File: src/rtl/crc_stream_engine.sv
// Streaming CRC generator/checker: N-byte beats with a last-beat keep mask, programmable
// polynomial, seed, reflection and final XOR, plus a residue flag for frame-plus-FCS checks.
module crc_stream_engine #(
  parameter int                   CRC_WIDTH   = 32,
  parameter int                   DATA_WIDTH  = 32,
  parameter logic [CRC_WIDTH-1:0] POLYNOMIAL  = 32'h04C11DB7,
  parameter logic [CRC_WIDTH-1:0] SEED        = 32'hFFFFFFFF,
  parameter bit                   REFLECT_IN  = 1'b1,
  parameter bit                   REFLECT_OUT = 1'b1,
  parameter logic [CRC_WIDTH-1:0] XOR_OUT     = 32'hFFFFFFFF,
  parameter logic [CRC_WIDTH-1:0] RESIDUE     = 32'hC704DD7B
) (
  input  logic                    clock,
  input  logic                    reset_n,
  input  logic                    init,
  input  logic [DATA_WIDTH-1:0]   data_in,
  input  logic                    data_valid,
  input  logic                    data_last,
  input  logic [DATA_WIDTH/8-1:0] data_keep,
  output logic [CRC_WIDTH-1:0]    crc_out,
  output logic                    crc_valid,
  output logic                    crc_ok
);

  localparam int NUM_LANES = DATA_WIDTH / 8;

  typedef logic [CRC_WIDTH-1:0] crc_t;

  crc_t                 crc_reg;
  crc_t                 start_crc;
  crc_t                 next_crc;
  logic [NUM_LANES-1:0] lane_en;

  function automatic logic [7:0] rev_byte(input logic [7:0] b);
    logic [7:0] r;
    for (int i = 0; i < 8; i++) r[i] = b[7-i];
    return r;
  endfunction

  function automatic crc_t rev_crc(input crc_t x);
    crc_t r;
    for (int i = 0; i < CRC_WIDTH; i++) r[i] = x[CRC_WIDTH-1-i];
    return r;
  endfunction

  // One byte through the MSB-first shift register; the register never changes orientation.
  function automatic crc_t step_byte(input crc_t c, input logic [7:0] b);
    crc_t       r;
    logic [7:0] d;
    logic       fb;
    r = c;
    d = REFLECT_IN ? rev_byte(b) : b;
    for (int i = 7; i >= 0; i--) begin
      fb = r[CRC_WIDTH-1] ^ d[i];
      r  = {r[CRC_WIDTH-2:0], 1'b0};
      if (fb) r = r ^ POLYNOMIAL;
    end
    return r;
  endfunction

  function automatic crc_t step_beat(input crc_t c, input logic [DATA_WIDTH-1:0] d,
                                     input logic [NUM_LANES-1:0] en);
    crc_t r;
    r = c;
    for (int lane = 0; lane < NUM_LANES; lane++) begin
      if (en[lane]) r = step_byte(r, d[8*lane +: 8]);
    end
    return r;
  endfunction

  function automatic crc_t finalize(input crc_t x);
    return (REFLECT_OUT ? rev_crc(x) : x) ^ XOR_OUT;
  endfunction

  // NOTE: every always_comb output is assigned on every path, so no latch is inferred.
  always_comb begin
    start_crc = init ? SEED : crc_reg;
    lane_en   = data_last ? data_keep : '1;
    next_crc  = step_beat(start_crc, data_in, lane_en);
  end

  // NOTE: sequential state uses non-blocking assignments so all registers update together.
  always_ff @(posedge clock) begin
    if (!reset_n) begin
      crc_reg   <= SEED;
      crc_out   <= '0;
      crc_valid <= 1'b0;
      crc_ok    <= 1'b0;
    end else begin
      crc_valid <= 1'b0;
      if (data_valid && data_last) begin
        // Rearm for the next frame so it can follow with no idle cycle.
        crc_reg   <= SEED;
        crc_valid <= 1'b1;
        crc_out   <= finalize(next_crc);
        crc_ok    <= (next_crc == RESIDUE);
      end else if (data_valid) begin
        crc_reg <= next_crc;
      end else if (init) begin
        crc_reg <= SEED;
      end
    end
  end

endmodule

File: config.mk
export PLATFORM = sky130hd
export DESIGN_NAME = crc_stream_engine
export DESIGN_NICKNAME = d
export VERILOG_FILES = /design/src/rtl/crc_stream_engine.sv
export SDC_FILE = /design/constraint.sdc
export NUM_CORES = 1
export LEC_CHECK = 0
export ABC_AREA = 1
export CAP_MARGIN = 0
export CORE_MARGIN = 10
export CORE_UTILIZATION = 40
export DETAILED_ROUTE_END_ITERATION = 7
export PLACE_DENSITY = 0.65
export REMOVE_ABC_BUFFERS = 1
export SLEW_MARGIN = 20
export SYNTH_ARGS = -nofsm -noshare
export SYNTH_HDL_FRONTEND = slang
export SYNTH_SLANG_ARGS = --single-unit
File: constraint.sdc
create_clock -name clock -period 5.2 [get_ports clock]
set_clock_uncertainty 0.1 [all_clocks]
set_input_delay 0.52 -clock clock [delete_from_list [all_inputs] [get_ports clock]]
set_output_delay 0.52 -clock clock [all_outputs]
set_load 0.01 [all_outputs]
==> flow_metrics.tcl, run 1 <==
set metrics [dict create \
    status "completed" \
    path_buf_inv 2 \
    worstPathRequired_ns 5.37 \
    die_h_um 176.7 \
    post-dp-hpwl_um 37010 \
    ys_types 42 \
    cp_data_arrival_time_ns 4.96 \
    rsz0062_at_grt "false" \
    clock_path_buffers 2 \
    ys.flop_type "dfxtp_1" \
    max_freq_mhz 208.9 \
    final_layout_size_suffix_gt1_share_pct 16.95 \
    numCtsBuffers 9 \
    die_x_um 176.7 \
    area_growth_pct 22.08 \
    crit_family "simple AND/OR/NAND/NOR gates" \
    synth.area.mux_share_pct 0 \
    crit_cells 39 \
    grt_pass1_wl_um 67410 \
    grt_max_degree 44 \
    first_iter_violations 1450 \
    vias_per_cell 5.345 \
    clk_pin_slew_ns 0.06 \
    diodes 0 \
    reg2regPathDepth 37 \
    crit-reg2reg-capture "crc_reg[7]" \
    wl_um 44530 \
    dp_worst_setup_slack_ns -0.04961 \
    root_buffer "clkbuf_16" \
    timing.rr.start "crc_reg[29]" \
    dr.pass1.iters 6 \
    finalNetCount 2077 \
    yosys_warnings 0 \
    antenna_found_initial 0 \
    syn_inst 1873 \
    tritoncts "built" \
    cpMostUsedCell "nand2_1" \
    synth-edff-count 0 \
    synth-compound-area-share_pct 7.111 \
    cp_max_fo 11 \
    synthSimpleGateAreaFrac_pct 66.25 \
    crit_type "in2reg" \
    drc_errors 0 \
    postRouteAntennaNets 0 \
    insertion_delay_ns 0.32 \
    rows 57 \
    clock_sinks 66 \
    layout_common_cells "nand2_1 (881), nand3_1 (310), buf_4 (128), inv_1 (122), nand2_2 (93)" \
    startpoint "init" \
    worstSetupEndpoint "crc_ok" \
    slowest_delay_ns 0.36 \
    fill_cells 2650 \
    setup-violations-final 0 \
    initial_core_util_pct 40.49 \
    synth.avg_cell_area_um2 5.242 \
    synth_xor_xnor_area_share_pct 4.154 \
    die-area_um2 31210 \
    tightest_slew_ns 0.8012 \
    crit_slowest_cell "buf_2" \
    dpl_cell_area_um2 11630 \
    fin_crit_sh_pct 92.08 \
    async_flop_share_pct 0 \
    grt_pass1_vias 11210 \
    finalCriticalPeriod_ns 4.788 \
    seqCellArea_um2 1321 \
    tns_ns 0 \
    hold_viol 0 \
    synth_fa_ha_area_share_pct 0 \
    design_area_um2 11990 \
    multi_input_comb_area_um2 7687 \
    final_common_cell "nand2_1" \
    synth_top_family_by_area "simple AND/OR/NAND/NOR gates" \
    hp-class "reg2reg" \
    ios 75 \
    maxCapViolations 0 \
    r2r_slack_ns 0.64 \
    grt_overflow_total 0 \
    port_buffers 74 \
    via_count 12640 \
    leakagePower_nw 6.482 \
    cp-end-kind "flop" \
    drv_slew 0 \
    fin_ws_ns 0.4119 \
    core_area_um2 24250 \
    seq_area_frac_synth_pct 13.46 \
    grt_use_total_pct 27.82 \
    power.density_nw_per_um2 524.7 \
    htreeDepth 3 \
    gp_congestion 1.004 \
    netlist_area_um2 9818 \
    ir_drop_mv 0.3619 \
    crit_path_start_kind "primary input" \
    ys_seq_elements 66 \
    slew_headroom_pct 46.53 \
    wl_per_cell_um 18.83 \
]
cell usage after synthesis (3+ instances only):
master,number,share of area (%)
nand2_4,24,2.8
nand3_2,17,1.7
inv_2,20,0.76
nand2_2,89,5.7
nor2_2,10,0.64
a22o_1,3,0.27
inv_1,122,4.7
o211ai_1,10,0.76
xnor2_1,8,0.71
a21oi_1,31,1.6
nand3_1,313,16
buf_6,8,0.92
nand4_1,17,1.1
nand2_1,888,34
o21ai_1,9,0.46
nand3b_1,7,0.54
or2_2,4,0.25
buf_4,4,0.31
dfxtp_1,66,13
buf_2,6,0.31
xor2_1,33,2.9
clkbuf_1,24,0.92
a21boi_0,4,0.31
nor2_4,10,1.1
or2_1,3,0.19
buf_1,4,0.15
o21ai_0,63,3.2
nor2_1,56,2.1
dlygate4sd3_1,3,0.31
area by class of cell:
cell class	instances	area share, %
Timing Repair Buffer	204	14.49
Clock buffer	9	1.879
Inverter	145	4.645
Clock inverter	7	0.4489
Tap cell	324	3.382
Multi-Input combinational cell	1610	64.13
Sequential cell	66	11.02
worst min-delay path by stage:
stage	startpoint	end	cells past startpoint
after CTS	crc_out[10]	crc_out[10]	2
after floorplan	crc_ok	crc_ok	2
final	crc_out[22]	crc_out[22]	2
after detailed placement	crc_out[7]	crc_out[7]	2
after global placement	crc_out[18]	crc_out[18]	2
after global routing	crc_out[13]	crc_out[13]	2
report_power, final:
group | switching (W) | total [W] | internal, W
clock network | 0.000234 | 0.000559 | 0.000325
registers | 0.0000546 | 0.000654 | 0.000600
logic | 0.00331 | 0.00508 | 0.00177
cells by family (layout without fill, tap and decap cells):
group	Yosys count	after routing
AO/OA/AOI/OAI	127	127
XOR/XNOR	44	44
flip-flops	66	66
AND/OR/NAND/NOR	1439	1439
buffers and inverters	197	365
per-layer routing:
layer	global-route usage (%)	part of all wire (%)
met5	0	0
met4	5.639	1.8
met1	40.03	47
met2	42.65	43
met3	4.438	8.3
worst reg2reg max path: cells and delay by family, from the launching register on:
kind / cells / cell delay, ns
simple gates: 30 / 3.00
buf+inv: 4 / 0.51
compound gates: 3 / 0.46
flops: 1 / 0.39
metrics by stage:
stage	utilization [%]	cells	hold WS (ns)	power, W
5_1_grt	49.43	2365	0.3749	0.006782
3_5_place_dp	47.98	2348	0.3430	0.005585
2_1_floorplan	-	1821	0.3761	0.003544
4_1_cts	49.13	2364	0.3583	0.006164
6_report	49.43	2365	0.3520	0.006289
3_3_place_gp	47.98	2348	0.3387	0.005587
timing repair:
action,CTS,global route
hold buffers,0,0
resized for setup,0,18
buffers inserted,0,1
endpoints found under the setup margin,0,14
(Power assumes the default switching activity.)
==> run 2: changes to the inputs <==
--- a/config.mk
+++ b/config.mk
@@ -9,6 +9,7 @@
 export CAP_MARGIN = 0
 export CORE_MARGIN = 10
 export CORE_UTILIZATION = 40
+export CTS_CLUSTER_DIAMETER = 80
 export DETAILED_ROUTE_END_ITERATION = 7
 export PLACE_DENSITY = 0.65
 export REMOVE_ABC_BUFFERS = 1
==> results of run 2 <==
No change in the layout: final DEF, timing and power equal those of run 1.
